--- config.mk ---
export PLATFORM = sky130hd
export DESIGN_NAME = double_tap_buffer_flat
export DESIGN_NICKNAME = d
export VERILOG_FILES = /design/src/rtl/dtb_pkg.sv /design/src/rtl/double_tap_buffer_if.sv /design/src/rtl/double_ring_store.sv /design/src/rtl/double_tap_buffer.sv /design/src/flat_wrapper.sv
export SDC_FILE = /design/constraint.sdc
export NUM_CORES = 2
export LEC_CHECK = 0
export CORE_UTILIZATION = 58
export CTS_BUF_LIST = sky130_fd_sc_hd__clkbuf_4 sky130_fd_sc_hd__clkbuf_8
export DETAILED_ROUTE_END_ITERATION = 8
export PLACE_DENSITY = 0.79
export SYNTH_ARGS = -nofsm -noshare
export SYNTH_HDL_FRONTEND = slang
export SYNTH_SLANG_ARGS = --single-unit
--- constraint.sdc ---
create_clock -name clk_operation -period 3.3 [get_ports clk_operation]
set_input_delay 0.66 -clock clk_operation [delete_from_list [all_inputs] [get_ports clk_operation]]
set_output_delay 0.66 -clock clk_operation [all_outputs]
set_load 0.005 [all_outputs]
--- src/rtl/dtb_pkg.sv ---
// Shared defaults and FSM encoding for the double-precision tap history buffer.
package dtb_pkg;

  localparam int unsigned TAPS_DEFAULT = 16;
  localparam int unsigned DW_DEFAULT   = 64;

  // Burst controller states
  localparam logic [0:0] ST_IDLE  = 1'b0;
  localparam logic [0:0] ST_BURST = 1'b1;

endpackage

--- src/rtl/double_tap_buffer_if.sv ---
// Tap stream from the history buffer to the adaptive-filter MAC (valid/ready).
interface double_tap_buffer_if #(
  parameter int unsigned DW = 64,
  parameter int unsigned AW = 4
);

  logic [DW-1:0] tap_out;
  logic          tap_valid;
  logic          tap_ready;
  logic [AW-1:0] tap_index;
  logic          tap_last;

  modport master (
    output tap_out,
    output tap_valid,
    output tap_index,
    output tap_last,
    input  tap_ready
  );

  modport slave (
    input  tap_out,
    input  tap_valid,
    input  tap_index,
    input  tap_last,
    output tap_ready
  );

endinterface

--- src/rtl/double_ring_store.sv ---
// TAPS x DW register array: one write port, one registered read port with write-first forwarding.
module double_ring_store #(
  parameter int unsigned TAPS = 16,
  parameter int unsigned DW   = 64,
  parameter int unsigned AW   = $clog2(TAPS)
) (
  input  logic          clk_operation,
  input  logic          rst,
  input  logic          we,
  input  logic [AW-1:0] waddr,
  input  logic [DW-1:0] wdata,
  input  logic [AW-1:0] raddr,
  output logic [DW-1:0] rdata
);

  logic [DW-1:0] mem_q [TAPS];

  // Storage write and registered read; a same-cycle write to the read slot is forwarded so a
  // burst snapshot taken alongside a write sees the new sample.
  always_ff @(posedge clk_operation or negedge rst) begin
    if (!rst) begin
      for (int i = 0; i < TAPS; i++) begin
        mem_q[i] <= '0;
      end
      rdata <= '0;
    end else begin
      if (we) begin
        mem_q[waddr] <= wdata;
      end
      rdata <= (we && (waddr == raddr)) ? wdata : mem_q[raddr];
    end
  end

endmodule

--- src/rtl/double_tap_buffer.sv ---
// Sample-history ring buffer: captures converter samples on ready edges and streams the newest
// TAPS samples, newest first, as a consistent snapshot per burst.
module double_tap_buffer
  import dtb_pkg::*;
#(
  parameter int unsigned TAPS = TAPS_DEFAULT,
  parameter int unsigned DW   = DW_DEFAULT,
  parameter int unsigned AW   = $clog2(TAPS)
) (
  input  logic                clk_operation,
  input  logic                rst,
  input  logic                enable,
  input  logic [DW-1:0]       double_in,
  input  logic                ready_in,
  input  logic                start_burst,
  double_tap_buffer_if.master tap,
  output logic                busy,
  output logic                filled,
  output logic                overrun
);

  localparam logic [AW:0]   FULL_COUNT = (AW+1)'(TAPS);
  localparam logic [AW-1:0] LAST_INDEX = AW'(TAPS - 1);

  logic [0:0]    state_q, state_d;
  logic          ready_q;
  logic [AW-1:0] wr_ptr_q, wr_ptr_d;
  logic [AW-1:0] rd_ptr_q, rd_ptr_d;
  logic [AW-1:0] index_q, index_d;
  logic [AW:0]   count_q, count_d;
  logic          pend_valid_q, pend_valid_d;
  logic [DW-1:0] pend_data_q, pend_data_d;
  logic          overrun_q, overrun_d;

  logic          write_event;
  logic          handshake;
  logic          is_last;
  logic          we;
  logic [DW-1:0] wdata;

  assign write_event = enable & ready_in & ~ready_q;
  assign handshake   = (state_q == ST_BURST) & tap.tap_ready;
  assign is_last     = (index_q == LAST_INDEX);

  // Next-state: direct/pending writes, snapshot pointer, burst sequencing
  always_comb begin
    state_d      = state_q;
    wr_ptr_d     = wr_ptr_q;
    rd_ptr_d     = rd_ptr_q;
    index_d      = index_q;
    count_d      = count_q;
    pend_valid_d = pend_valid_q;
    pend_data_d  = pend_data_q;
    overrun_d    = overrun_q;
    we           = 1'b0;
    wdata        = double_in;

    case (state_q)
      ST_IDLE: begin
        if (pend_valid_q) begin
          // Commit cycle: the deferred sample goes first, a fresh event waits one more cycle
          we           = 1'b1;
          wdata        = pend_data_q;
          pend_valid_d = 1'b0;
          if (write_event) begin
            pend_valid_d = 1'b1;
            pend_data_d  = double_in;
          end
        end else if (write_event) begin
          we = 1'b1;
        end
        if (we) begin
          wr_ptr_d = wr_ptr_q + AW'(1);
          if (count_q != FULL_COUNT) begin
            count_d = count_q + (AW+1)'(1);
          end
        end
        if (start_burst && enable) begin
          state_d = ST_BURST;
          index_d = '0;
        end
        // Tracks the newest slot, including a write landing this cycle
        rd_ptr_d = wr_ptr_d - AW'(1);
      end
      ST_BURST: begin
        if (write_event) begin
          if (pend_valid_q) begin
            overrun_d = 1'b1;
          end
          pend_valid_d = 1'b1;
          pend_data_d  = double_in;
        end
        if (handshake) begin
          if (is_last) begin
            state_d  = ST_IDLE;
            index_d  = '0;
            rd_ptr_d = wr_ptr_q - AW'(1);
          end else begin
            index_d  = index_q + AW'(1);
            rd_ptr_d = rd_ptr_q - AW'(1);
          end
        end
      end
      default: begin
        state_d = ST_IDLE;
      end
    endcase
  end

  // State registers
  always_ff @(posedge clk_operation or negedge rst) begin
    if (!rst) begin
      state_q      <= ST_IDLE;
      ready_q      <= 1'b0;
      wr_ptr_q     <= '0;
      rd_ptr_q     <= '0;
      index_q      <= '0;
      count_q      <= '0;
      pend_valid_q <= 1'b0;
      pend_data_q  <= '0;
      overrun_q    <= 1'b0;
    end else begin
      state_q      <= state_d;
      ready_q      <= ready_in;
      wr_ptr_q     <= wr_ptr_d;
      rd_ptr_q     <= rd_ptr_d;
      index_q      <= index_d;
      count_q      <= count_d;
      pend_valid_q <= pend_valid_d;
      pend_data_q  <= pend_data_d;
      overrun_q    <= overrun_d;
    end
  end

  // Read address is the next-cycle pointer so tap_out lines up with index_q
  double_ring_store #(
    .TAPS (TAPS),
    .DW   (DW),
    .AW   (AW)
  ) u_store (
    .clk_operation (clk_operation),
    .rst           (rst),
    .we            (we),
    .waddr         (wr_ptr_q),
    .wdata         (wdata),
    .raddr         (rd_ptr_d),
    .rdata         (tap.tap_out)
  );

  // Handshake and status outputs, all derived from registers
  always_comb begin
    busy          = (state_q == ST_BURST);
    tap.tap_valid = busy;
    tap.tap_index = index_q;
    tap.tap_last  = busy & is_last;
    filled        = (count_q == FULL_COUNT);
    overrun       = overrun_q;
  end

endmodule
--- src/flat_wrapper.sv ---
// flat-port wrapper written by rule: the top's interface ports become plain ports
module double_tap_buffer_flat import dtb_pkg::*;
#(
  parameter int unsigned TAPS = TAPS_DEFAULT,
  parameter int unsigned DW   = DW_DEFAULT,
  parameter int unsigned AW   = $clog2(TAPS)
)
  (clk_operation, rst, enable, double_in, ready_in, start_burst, busy, filled, overrun, tap_tap_out, tap_tap_valid, tap_tap_index, tap_tap_last, tap_tap_ready);
  double_tap_buffer_if #(.DW(DW), .AW(AW)) tap_i ();
  input  logic clk_operation;
  input  logic rst;
  input  logic enable;
  input  logic [DW-1:0] double_in;
  input  logic ready_in;
  input  logic start_burst;
  output logic busy;
  output logic filled;
  output logic overrun;
  output wire logic [$bits(tap_i.tap_out)-1:0] tap_tap_out;
  output wire logic [$bits(tap_i.tap_valid)-1:0] tap_tap_valid;
  output wire logic [$bits(tap_i.tap_index)-1:0] tap_tap_index;
  output wire logic [$bits(tap_i.tap_last)-1:0] tap_tap_last;
  input wire logic [$bits(tap_i.tap_ready)-1:0] tap_tap_ready;
  assign tap_tap_out = tap_i.tap_out;
  assign tap_tap_valid = tap_i.tap_valid;
  assign tap_tap_index = tap_i.tap_index;
  assign tap_tap_last = tap_i.tap_last;
  assign tap_i.tap_ready = tap_tap_ready;
  double_tap_buffer #(.TAPS(TAPS), .DW(DW), .AW(AW)) u_core (.clk_operation(clk_operation), .rst(rst), .enable(enable), .double_in(double_in), .ready_in(ready_in), .start_burst(start_burst), .tap(tap_i), .busy(busy), .filled(filled), .overrun(overrun));
endmodule
== Word-level counts from Yosys, hierarchy flattened ==
Index checks and enable logic that the tools add are counted.

* Bits in writable memories: 0
* ROM bits: 0
* Input bits: 70
* Output and inout bits: 73
* Flip-flop bits (word level): 1,173
* Bits in latches: 0
* Memories kept: 0

* Shift operators: 0
* Divide/modulo/power cells: 0
* Reductions and logical operators: 6
* Multipliers: 0
* $add $sub $neg: 6
* Multiplexer cells: 32
* Order comparisons: 3
* Bitwise operators: 8
* Eq/ne operators: 8

{| class="wikitable"
|+ Operator list
! cell !! count
|-
| $bwmux W1024 || 1
|-
| $mux W64 || 8
|-
| $bmux W64 S4 || 1
|-
| $demux W64 S4 || 1
|-
| $pmux W64 S2 || 1
|-
| $mux W4 || 7
|-
| $pmux W4 S2 || 2
|-
| $sub A4 B1 Y4 const B || 3
|-
| $ge A5 B5 Y1 const B || 2
|-
| $not A4 Y5 || 2
|-
| $mux W1 || 9
|-
| $add A4 B1 Y4 const B || 2
|-
| $reduce_and A3 Y1 || 2
|-
| $add A5 B1 Y5 const B || 1
|-
| $eq A5 B5 Y1 const B || 1
|-
| $lt A5 B1 Y1 const B || 1
|-
| $ne A5 B5 Y1 const B || 1
|-
| $and A1 B1 Y1 || 4
|-
| $eq A4 B4 Y1 || 1
|-
| $eq A4 B4 Y1 const B || 1
|-
| $ne A2 B1 Y1 const B || 2
|-
| $ne A2 B2 Y1 const B || 2
|-
| $pmux W1 S2 || 2
|-
| $logic_and A1 B1 Y1 || 3
|-
| other kinds (2) || 3
|}

== Longest topological paths before layout ==
* Depth after elaboration: 14
* Gate-level depth with buffers: 16
* Depth with buffers taken out: 13

== Modules after synthesis ==
From an unflattened synthesis, not the netlist that was laid out.

* Cell total of the unflattened synthesis: 3,250
* Area, all modules: 52,347.7 um2

{| class="wikitable"
|+ Modules (own cells, without submodules)
! module !! instances !! cells an instance !! area each (um2)
|-
| double_ring_store || 1 || 2,914 || 47,879.7
|-
| double_tap_buffer || 1 || 336 || 4,468.0
|}

== Least setup slack after synthesis ==
No wires, ideal clock.

* Kind: input to register
* From: input port ready_in
* To: register u_core.u_store.rdata[10]
* Path buffers: 3
* Setup slack: -0.020 ns
* Required time: 3.216 ns
* Setup time: 0.084 ns
* Cell stages on the path: 15
* Arrival time: 3.237 ns
* Cell sequence: and3b_1 > buf_2 > or2_4 > nor2_1 > a21oi_1 > ha_1 > xnor2_1 > xnor2_1 > nor2_1 > nor2_1 > xnor2_1 > clkbuf_1 > clkbuf_1 > nor3b_1 > a41oi_2

* Longest elaborated chain between the ends: 14

{| class="wikitable"
|+ Ends and longest elaborated chain
! what !! RTL line !! text
|-
| start: declaration || flat_wrapper.sv:14 || <nowiki>input logic ready_in;</nowiki>
|-
| $and A1 B1 Y1 (*) (2 in series) || double_tap_buffer.sv:41 || <nowiki>assign write_event = enable & ready_in & ~ready_q;</nowiki>
|-
| $mux W1 (*) || double_tap_buffer.sv:69 || <nowiki>end else if (write_event) begin</nowiki>
|-
| $mux W1 (*) || double_tap_buffer.sv:60 || <nowiki>if (pend_valid_q) begin</nowiki>
|-
| $mux W1 (*) || double_tap_buffer.sv:58 || <nowiki>case (state_q)</nowiki>
|-
| $mux W4 || double_tap_buffer.sv:72 || <nowiki>if (we) begin</nowiki>
|-
| $mux W4 || double_tap_buffer.sv:58 ||
|-
| $sub A4 B1 Y4 || double_tap_buffer.sv:83 || <nowiki>rd_ptr_d = wr_ptr_d - AW'(1);</nowiki>
|-
| $pmux W4 S2 || double_tap_buffer.sv:58 ||
|-
| $not A4 Y5 (implied by the code) || double_ring_store.sv:30 || <nowiki>rdata <= (we && (waddr == raddr)) ? wdata : mem_q[raddr];</nowiki>
|-
| $bmux W64 S4 || double_ring_store.sv:30 ||
|-
| $mux W64 (implied by the code) (2 in series) || double_ring_store.sv:30 ||
|-
| $mux W64 (*) || double_ring_store.sv:30 ||
|-
| end signal: assignment || double_ring_store.sv:30 ||
|-
| end: declaration || double_ring_store.sv:13 || <nowiki>output logic [DW-1:0] rdata</nowiki>
|}

Every way passes the cells marked *; elsewhere a longest branch is shown, timed or not. The select of a mux whose other input is x is not followed.
A chain may end at the register's enable or synchronous reset.

== Final worst setup path ==
* From: register u_core.wr_ptr_q[1]
* To: register u_core.u_store.rdata[36]

* Longest elaborated chain between the ends: 10

{| class="wikitable"
|+ Ends and longest elaborated chain
! what !! RTL line !! text
|-
| start: declaration || double_tap_buffer.sv:27 || <nowiki>logic [AW-1:0] wr_ptr_q, wr_ptr_d;</nowiki>
|-
| start signal: assignment || double_tap_buffer.sv:125 || <nowiki>wr_ptr_q <= wr_ptr_d;</nowiki>
|-
| $add A4 B1 Y4 || double_tap_buffer.sv:73 || <nowiki>wr_ptr_d = wr_ptr_q + AW'(1);</nowiki>
|-
| $mux W4 || double_tap_buffer.sv:72 ||
|-
| $mux W4 || double_tap_buffer.sv:58 ||
|-
| $sub A4 B1 Y4 || double_tap_buffer.sv:83 ||
|-
| $pmux W4 S2 || double_tap_buffer.sv:58 ||
|-
| $not A4 Y5 (implied by the code) || double_ring_store.sv:30 ||
|-
| $bmux W64 S4 || double_ring_store.sv:30 ||
|-
| $mux W64 (implied by the code) (2 in series) || double_ring_store.sv:30 ||
|-
| $mux W64 (*) || double_ring_store.sv:30 ||
|}

Marks and branches as above.

==> summary.md <==
| Metric | Value |
|---|---|
| Fraction of post-synthesis cell area in the top cell type by area | `56.2%` |
| Total grt overflow | `0` |
| Violations in the final reports | `negative setup slack` |
| Switching portion of total power | `37.0%` |
| Worst hold path type | `primary input to flip-flop` |
| Slew headroom | `48.1%` |
| All-layer global routing usage | `33.3%` |
| Clock input transition at the sequential cells of the worst setup and hold paths | `0.06 ns` |
| Seq pwr share | `37.7%` |
| Slew at the pin closest to its max-slew limit | `0.756 ns` |
| Outcome | `finished with violations` |
| Area leader, netlist | `sky130_fd_sc_hd__dfrtp_1` |
| Clock tree root buffer cell | `sky130_fd_sc_hd__clkbuf_8` |
| FP Rows | `109` |
| Clock sink count | `1173` |
| Number of hold violations in the final report | `0` |
| DRC violations left | `0` |
| Final setup violation count | `1` |
| Power per standard cell area | `846 mW/mm2` |
| Leading cell types by count after synthesis | `sky130_fd_sc_hd__o21ai_0 (1293), sky130_fd_sc_hd__dfrtp_1 (1173), sky130_fd_sc_hd__nand2_1 (1063)` |
| Die W | `302 um` |
| CP startpoint kind | `flip-flop` |
| Net Switching | `0.0192 W` |
| Clock Latency Late Sink | `0.88 ns` |
| Die area | `0.0913 mm2` |
| Per-instance average area after synthesis | `9.72 um2` |
| Count of fill cells added during filler insertion | `6403` |
| Cell types with the largest area share after synthesis | `sky130_fd_sc_hd__dfrtp_1 (56%), sky130_fd_sc_hd__o21ai_0 (12%), sky130_fd_sc_hd__nand2_1 (7.6%)` |
| DR pass1 iterations | `7` |
| Final Slew Violations | `0` |
| Synthesized netlist net count | `5457` |
| Fmax | `300 MHz` |
| Combinational cell fraction of total power | `37.2%` |
| Initial Utilization | `58.9%` |
| Crit-path max FO | `40` |
| Data arrival time of the critical path | `4.06 ns` |
| Post-route fraction of the period consumed by the critical path | `101%` |
| H-tree Lvls | `4` |
| Initial antenna violation count | `4` |
| Global-route wire length before repair | `237000 um` |
| Maximum resistive drop on vdd | `0.773 mV` |
| Most common cell in the netlist | `sky130_fd_sc_hd__o21ai_0` |
| Height of the die | `302 um` |
| Final setup TNS | `-0.0358 ns` |
| Total vias in the final route | `42900` |
| Internal cell power | `0.0327 W` |
| Clock tree from TritonCTS | `built` |
| Total Wirelength | `151000 um` |
| FF+latch count, synth | `1173` |
| Post-synth cell types | `56` |
| Drt first-iter violations | `4948` |
| DRT antenna net count | `0` |
| Sequential element share of the synthesized area | `56.2%` |
| Via density per instance | `6.30` |
| Post-synth EDFFs | `0` |
| Port Buf Inserts | `142` |
| Post-route minimum period | `3.34 ns` |
| I/O pin cnt | `143` |
| Worst setup path class | `flip-flop to flip-flop` |
| Cells after Synth | `5379` |
| Fraction of registers with async set or reset after synthesis | `100%` |
| Top flip-flop cell by instance count after synthesis | `sky130_fd_sc_hd__dfrtp_1` |
| Worst-case clock skew | `0.0392 ns` |
| Smallest setup slack after layout | `-0.0358 ns` |
| Fin nets | `5594` |
| Routed wire length per instance | `22.1 um` |
| Detailed placement HPWL | `91000 um` |
| Netlist area before placement | `0.0523 mm2` |
| Via count of the first global-routing pass | `42900` |
| Fin Hold WS | `0.263 ns` |
| Area Overhead vs Synth | `17.4%` |
| Critical path required time | `4.02 ns` |
| Fraction of layout cells with a size suffix above 1 | `14.8%` |
| Routability congestion estimate | `0.875` |
| Number of max-cap violations | `0` |
| Synthesis Warnings | `0` |
| Leakage | `26.4 nW` |
| Largest net degree at the start of global routing | `135` |
| Clock network fraction of design power | `25.1%` |
| CTS max path bufs | `3` |
| Core area | `0.0888 mm2` |
| TritonCTS buffer count | `185` |
| Kind of capture point of the worst setup path | `flip-flop` |
-- cells in the final DEF (no fill, tap or decap), types with 4 or more instances in the layout --
cell type                         instances
sky130_fd_sc_hd__diode_2                  4
sky130_fd_sc_hd__and3_1                   4
sky130_fd_sc_hd__dfrtp_1               1173
sky130_fd_sc_hd__nand3_4                  5
sky130_fd_sc_hd__nand4_1                  5
sky130_fd_sc_hd__clkbuf_8               240
sky130_fd_sc_hd__nand2_4                 16
sky130_fd_sc_hd__clkdlybuf4s50_1        141
sky130_fd_sc_hd__ha_1                     7
sky130_fd_sc_hd__buf_4                  203
sky130_fd_sc_hd__o21ai_0               1292
sky130_fd_sc_hd__nand2_1               1047
sky130_fd_sc_hd__xnor2_1                 10
sky130_fd_sc_hd__nand3_1                256
sky130_fd_sc_hd__o22a_1                 126
sky130_fd_sc_hd__buf_12                 124
sky130_fd_sc_hd__inv_6                    6
sky130_fd_sc_hd__clkbuf_4                49
sky130_fd_sc_hd__a21oi_1                257
sky130_fd_sc_hd__mux2_2                  64
sky130_fd_sc_hd__nor4_2                  12
sky130_fd_sc_hd__mux2i_1                321
sky130_fd_sc_hd__a41oi_2                 60
sky130_fd_sc_hd__nor3_1                   5
sky130_fd_sc_hd__clkinv_2                20
sky130_fd_sc_hd__nor2_1                   9
sky130_fd_sc_hd__inv_1                    7
sky130_fd_sc_hd__nor3b_1                 66
sky130_fd_sc_hd__nor4_1                  53
-- cell families (layout without fill, tap and decap cells) --
group	after synthesis	count (layout)	share of synthesized area, %
DFF	1173	1173	56.2
muxes	387	387	7.57
adders and majority gates	8	8	0.192
xor gates and xnor gates	14	14	0.235
buffers and inverters	534	804	4.20
AOI/OAI and AO/OA	1763	1763	19.3
and+or+nand+nor	1500	1500	12.4
other	0	4	0
-- registers in the layout (all words and copies together), names as in the netlist --
name,cells
u_core.busy,1
u_core.count_q,5
u_core.overrun,1
u_core.pend_data_q,64
u_core.pend_valid_q,1
u_core.rd_ptr_q,4
u_core.ready_q,1
u_core.tap.tap_index,4
u_core.u_store.mem_q,1024
u_core.u_store.rdata,64
u_core.wr_ptr_q,4
-- power groups by stage --
stage	Combinational, W	Clock (W)	Sequential (W)
floorplan	0.0108	0	0.0192
global placement	0.0181	0	0.0195
detailed placement	0.0185	0	0.0197
CTS	0.0186	0.0131	0.0195
global route	0.0206	0.0138	0.0199
finish	0.0193	0.0130	0.0196
-- timing repair --
item | CTS | global route
endpoints found under the hold margin | 61 | 0
hold buffers | 1 | 0
endpoints found under the setup margin | 4 | 63
pin swaps | 0 | 5
gates resized for setup | 4 | 21
cloned | 0 | 1
setup buffers | 0 | 5
-- stage by stage --
stage	instance area (um2)	utilization, %	setup slack, ns	std cells	total power (W)
floorplan	52300	-	0.00145	5379	0.0299
global placement	57200	64.4	-0.718	6487	0.0376
detailed placement	57200	64.4	-0.672	6487	0.0382
CTS	61200	68.9	0.00623	6808	0.0512
global route	61400	69.1	-0.112	6817	0.0542
finish	61400	69.1	-0.0358	6818	0.0519
-- area by class of cell --
class	instances	area, um2	area share [%]
Antenna cell	4	10.0	0.0163
Clock buffer	289	3670	5.98
Tap cell	1165	1460	2.38
Multi-Input combinational cell	3672	21100	34.4
Sequential cell	1173	29400	47.8
Timing Repair inverter	1	8.76	0.0143
Timing Repair Buffer	473	5480	8.92
Clock inverter	31	256	0.418
Inverter	10	52.6	0.0856
-- final timing paths --
check / from / end / slack, ns / cells after the start
setup / recovery: u_core.wr_ptr_q[1] / u_core.u_store.rdata[36] / -0.04 / 12
hold / removal: ready_in / u_core.ready_q / 0.26 / 1
setup reg to reg: u_core.wr_ptr_q[1] / u_core.u_store.rdata[36] / -0.04 / 12
hold reg to reg: u_core.overrun / u_core.overrun / 0.47 / 1
max in group asynchronous: rst / u_core.u_store.mem_q[402] / 1.81 / 4
min in group asynchronous: rst / u_core.u_store.mem_q[1013] / 0.30 / 2
-- routing by layer --
metal	share of wire, %	track usage (%)
met1	40	44.1
met2	47	52.9
met3	8.6	6.59
met4	4.3	16.1
met5	0.0093	0
-- worst max-delay path, stage by stage, from the launching register on --
cell and delay (ns):
sky130_fd_sc_hd__dfrtp_1 0.35, sky130_fd_sc_hd__buf_4 0.20, sky130_fd_sc_hd__ha_1 0.23, sky130_fd_sc_hd__nand2_1 0.07, sky130_fd_sc_hd__o31ai_1 0.28, sky130_fd_sc_hd__nor4_1 0.14
sky130_fd_sc_hd__or3_4 0.44, sky130_fd_sc_hd__buf_12 0.19, sky130_fd_sc_hd__buf_4 0.20, sky130_fd_sc_hd__o21ai_0 0.28, sky130_fd_sc_hd__a21oi_1 0.15, sky130_fd_sc_hd__nor4_2 0.47
sky130_fd_sc_hd__a41oi_2 0.16
Power figures use the tool's default switching activity.
